[src/rtl/pipe_skid_reg.sv]
// Two-entry pipeline stage: main register plus one skid register, with stall/flush control.
// Optional perf counters are built only when PIPE_SKID_PERF_EN is defined.
module pipe_skid_reg #(
  parameter int unsigned          WIDTH   = 128,
  parameter logic [WIDTH-1:0]     NOP_VAL = '0
) (
  input  logic             CLK,
  input  logic             nRST,
  input  logic             en,
  input  logic             flush,
  input  logic             in_valid,
  output logic             in_ready,
  input  logic [WIDTH-1:0] in_data,
  output logic             out_valid,
  input  logic             out_ready,
  output logic [WIDTH-1:0] out_data,
  output logic [31:0]      stall_cnt,
  output logic [15:0]      flush_cnt
);

  typedef enum logic [1:0] {
    EMPTY = 2'd0,
    ONE   = 2'd1,
    FULL  = 2'd2
  } state_t;

  state_t           state_q, state_d;
  logic [WIDTH-1:0] main_q, main_d;
  logic [WIDTH-1:0] skid_q, skid_d;
  logic             in_xfer, out_xfer;

  assign in_ready  = en & ~flush & (state_q != FULL);
  assign out_valid = (state_q != EMPTY);
  assign out_data  = out_valid ? main_q : NOP_VAL;
  assign in_xfer   = in_valid & in_ready;
  assign out_xfer  = out_valid & out_ready & en;

  always_comb begin
    state_d = state_q;
    main_d  = main_q;
    skid_d  = skid_q;
    if (en) begin
      if (flush) begin
        // Flush discards everything, including a same-cycle offer from upstream.
        state_d = EMPTY;
        main_d  = NOP_VAL;
        skid_d  = NOP_VAL;
      end else begin
        unique case (state_q)
          EMPTY: begin
            if (in_xfer) begin
              state_d = ONE;
              main_d  = in_data;
            end
          end
          ONE: begin
            if (in_xfer && out_xfer) begin
              main_d = in_data;
            end else if (in_xfer) begin
              state_d = FULL;
              skid_d  = in_data;
            end else if (out_xfer) begin
              state_d = EMPTY;
            end
          end
          FULL: begin
            if (out_xfer) begin
              state_d = ONE;
              main_d  = skid_q;
            end
          end
          default: state_d = EMPTY;
        endcase
      end
    end
  end

  always_ff @(posedge CLK or negedge nRST) begin
    if (!nRST) begin
      state_q <= EMPTY;
      main_q  <= NOP_VAL;
      skid_q  <= NOP_VAL;
    end else begin
      state_q <= state_d;
      main_q  <= main_d;
      skid_q  <= skid_d;
    end
  end

`ifdef PIPE_SKID_PERF_EN
  logic [31:0] stall_cnt_q, stall_cnt_d;
  logic [15:0] flush_cnt_q, flush_cnt_d;

  // Both counters saturate rather than wrap.
  always_comb begin
    stall_cnt_d = stall_cnt_q;
    flush_cnt_d = flush_cnt_q;
    if (en && out_valid && !out_ready && (stall_cnt_q != '1)) begin
      stall_cnt_d = stall_cnt_q + 32'd1;
    end
    if (en && flush && (state_q != EMPTY) && (flush_cnt_q != '1)) begin
      flush_cnt_d = flush_cnt_q + 16'd1;
    end
  end

  always_ff @(posedge CLK or negedge nRST) begin
    if (!nRST) begin
      stall_cnt_q <= '0;
      flush_cnt_q <= '0;
    end else begin
      stall_cnt_q <= stall_cnt_d;
      flush_cnt_q <= flush_cnt_d;
    end
  end

  assign stall_cnt = stall_cnt_q;
  assign flush_cnt = flush_cnt_q;
`else
  assign stall_cnt = 32'd0;
  assign flush_cnt = 16'd0;
`endif

endmodule
[config.mk]
export PLATFORM = sky130hd
export DESIGN_NAME = pipe_skid_reg
export DESIGN_NICKNAME = d
export VERILOG_FILES = /design/src/rtl/pipe_skid_reg.sv
export SDC_FILE = /design/constraint.sdc
export NUM_CORES = 1
export LEC_CHECK = 0
export CAP_MARGIN = 25
export CORE_MARGIN = 8
export CORE_UTILIZATION = 55
export DETAILED_ROUTE_END_ITERATION = 8
export GPL_ROUTABILITY_DRIVEN = 0
export GPL_TIMING_DRIVEN = 1
export PLACE_DENSITY = 0.87
export SETUP_SLACK_MARGIN = 0.4
export SLEW_MARGIN = 20
export SYNTH_ARGS = -nofsm -noshare
export SYNTH_HDL_FRONTEND = slang
export SYNTH_SLANG_ARGS = --single-unit
[constraint.sdc]
create_clock -name CLK -period 3.7 [get_ports CLK]
set_input_delay 0.925 -clock CLK [delete_from_list [all_inputs] [get_ports CLK]]
set_output_delay 0.925 -clock CLK [all_outputs]
set_load 0.05 [all_outputs]
==> impl_metrics.toml <==
[timing]
worst_pin_slew_ps = 824.2
post-route-period-util_pct = 85.75
clock.fmax_mhz = 315.2
setup_ws_ps = 527.3
drv_slew = 0
grt_setup_unrepaired = "no"
hold_viol = 0
fin_crit_ps = 3173
tns_ps = 0
skew_ps = 13.30
setup_viol = 0
relSlewSlack_pct = 45.05

[placement]
dp_hpwl_um = 23140
placed_cells = 1952
dpl_cell_area_sq_um = 15720
port-buffer-count = 263
pre_cts_ws_ps = 670.5

[clocking]
clock_sinks = 258
cts_hold_buf = 0
h-tree-depth = 1
cts_made_buffers = 27
root_buffer = "clkbuf_16"
clk_pin_slew_ps = 60
cts_tree = "done"
clockBufferDepth = 3
worstSkewPairLatency_ps = 520
post_cts_buffers = 0

[floorplanning]
dieArea_sq_um = 29160
die_y_um = 170.8
start_util_pct = 56.13
die_x_um = 170.8
fp-row-count = 56
core_area_sq_um = 23470
top_level_ports = 312

[layout]
seqCellArea_sq_um = 6456
final_common_cell = "nand2_1"
antenna_cells = 0
final_cell_mix = "514 x nand2_1, 258 x dfrtp_1, 130 x clkdlybuf4s50_1"
final_cells = 2000
final_cell_area_sq_um = 16310
layout-drive-gt1-share_pct = 14.22
nets = 1796
multi_input_area_sq_um = 5941
area_growth_pct = 23.78
fillCellCount = 1836

[run]
cap_viol_max_count = 0

[setup_path]
critPathKind = "register to primary output"
critical_path.max_fanout = 67
cp.required_ps = 2770
critPathLaunchType = "register"
end_kind = "primary output"
crit_arrival_ps = 2250

[detailed_routing]
wl_per_cell_um = 18.73
wl_um = 37460
wl_met2_um = 18050
via_per_inst = 5.649
drtPass1Iterations = 5
drc = 0
dr_wl_met3_um = 3565
num_vias = 11297
drtAntennaViolNets = 0
top_layer = "met5"
wl_met1_um = 14790
drt_iter0_markers = 1107

[global_routing]
grtUsageTotal_pct = 25.20
overflow = 0
grt_max_degree = 130
grt_pass1_vias = 11598
grt_pass1_wl_um = 60260
grt_antenna_before_repair = 2

[synth]
synthDistinctLibCells = 26
synth_warnings = 0
syn_area_per_cell_sq_um = 8.914
synth_seq_cells = 258
syn-cell-area_sq_um = 13180
yosysSeqAreaShare_pct = 49.00
postSynthCellCount = 1478

[run_status]
status = "completed"

[pwr]
finalPower_mw = 7.771
p_per_area_nw_per_um2 = 476.5
p_leak_nw = 8.449
vdd_ir_drop_max_mv = 0.3626

[min_path]
hp-class = "input port to asynchronous set/reset pin"
path summary, 6_finish.rpt:
kind | startpoint | end | slack, ps | depth (start not counted)
max in group asynchronous | nRST | main_q[35] | 2380 | 2
worst max-delay path | state_q[0] | out_data[104] | 530 | 4
worst min register to register | skid_q[78] | skid_q[78] | 460 | 2
worst min-delay path | nRST | skid_q[122] | 430 | 1
worst max register to register | state_q[0] | main_q[5] | 1240 | 5
min in group CLK | skid_q[78] | skid_q[78] | 460 | 2
cell type report:
cell class / instances / share of cell area (%)
Clock inverter: 13 / 0.7058
Clock buffer: 35 / 4.634
Multi-Input combinational cell: 1088 / 36.43
Inverter: 3 / 0.08439
Timing Repair Buffer: 284 / 16.11
Sequential cell: 258 / 39.59
Tap cell: 319 / 2.447
kinds of logic after synthesis:
| logic type | Yosys count | share of synthesized area, % |
|---|---|---|
| compound gates | 135 | 5.271 |
| flops | 258 | 49.00 |
| other cells | 1 | 0.02846 |
| buf+inv | 179 | 7.550 |
| xor+xnor | 1 | 0.06649 |
| mux | 128 | 10.94 |
| simple gates | 776 | 27.14 |
per-layer routing:
layer | global-route usage, % | vias to the layer above
met3 | 6.430 | 78
met5 | 0 | -
met1 | 31.40 | 5514
met2 | 42.23 | 540
li1 | - | 5161
met4 | 8.467 | 4
registers in the layout, summed over array words and instances (netlist names):
signal / count
state_q: 2
skid_q: 128
main_q: 128
synthesized netlist by cell type (all sizes together):
cell | number | share of area, %
o31ai | 1 | 0.057
or2 | 1 | 0.048
and2 | 128 | 6.1
mux2 | 128 | 11
a21oi | 128 | 4.9
o22ai | 2 | 0.095
nor2b | 1 | 0.048
o21ai | 1 | 0.038
conb | 1 | 0.028
dfrtp | 258 | 49
a31oi | 1 | 0.048
inv | 3 | 0.085
nand2 | 514 | 15
clkbuf | 80 | 2.3
buf | 96 | 5.2
and3 | 1 | 0.048
nand4 | 128 | 6.1
and4bb | 1 | 0.095
nand2b | 1 | 0.048
xnor2 | 1 | 0.066
a211oi | 1 | 0.095
nor3b | 1 | 0.057
a32o | 1 | 0.076
critical path, cell delays in order (launching register included):
cell	delay [ps]
dfrtp_1	500
or2_4	210
buf_12	240
and2_1	200
dlygate4sd2_1	550
what timing repair did:
item,4_1_cts,5_1_grt
cloned,0,0
resized for setup,128,71
endpoints found under the setup margin,128,64
pin swaps,0,0
power by group:
| group | leakage [nW] | internal [mW] | total, mW | switching, mW |
|---|---|---|---|---|
| sequential | 3.46 | 3.10 | 3.24 | 0.149 |
| clock | 0.443 | 1.57 | 2.66 | 1.09 |
| combinational | 4.55 | 0.634 | 1.87 | 1.24 |
| total | 8.45 | 5.30 | 7.77 | 2.47 |
metrics by stage:
step	utilization [%]	hold slack (ps)
6_report	69.48	432.9
3_3_place_gp	66.84	448.2
3_5_place_dp	66.96	455.1
4_1_cts	69.99	468.4
2_1_floorplan	-	438.6
5_1_grt	69.48	482.4
Note: power is estimated with default switching activity, not from simulation.
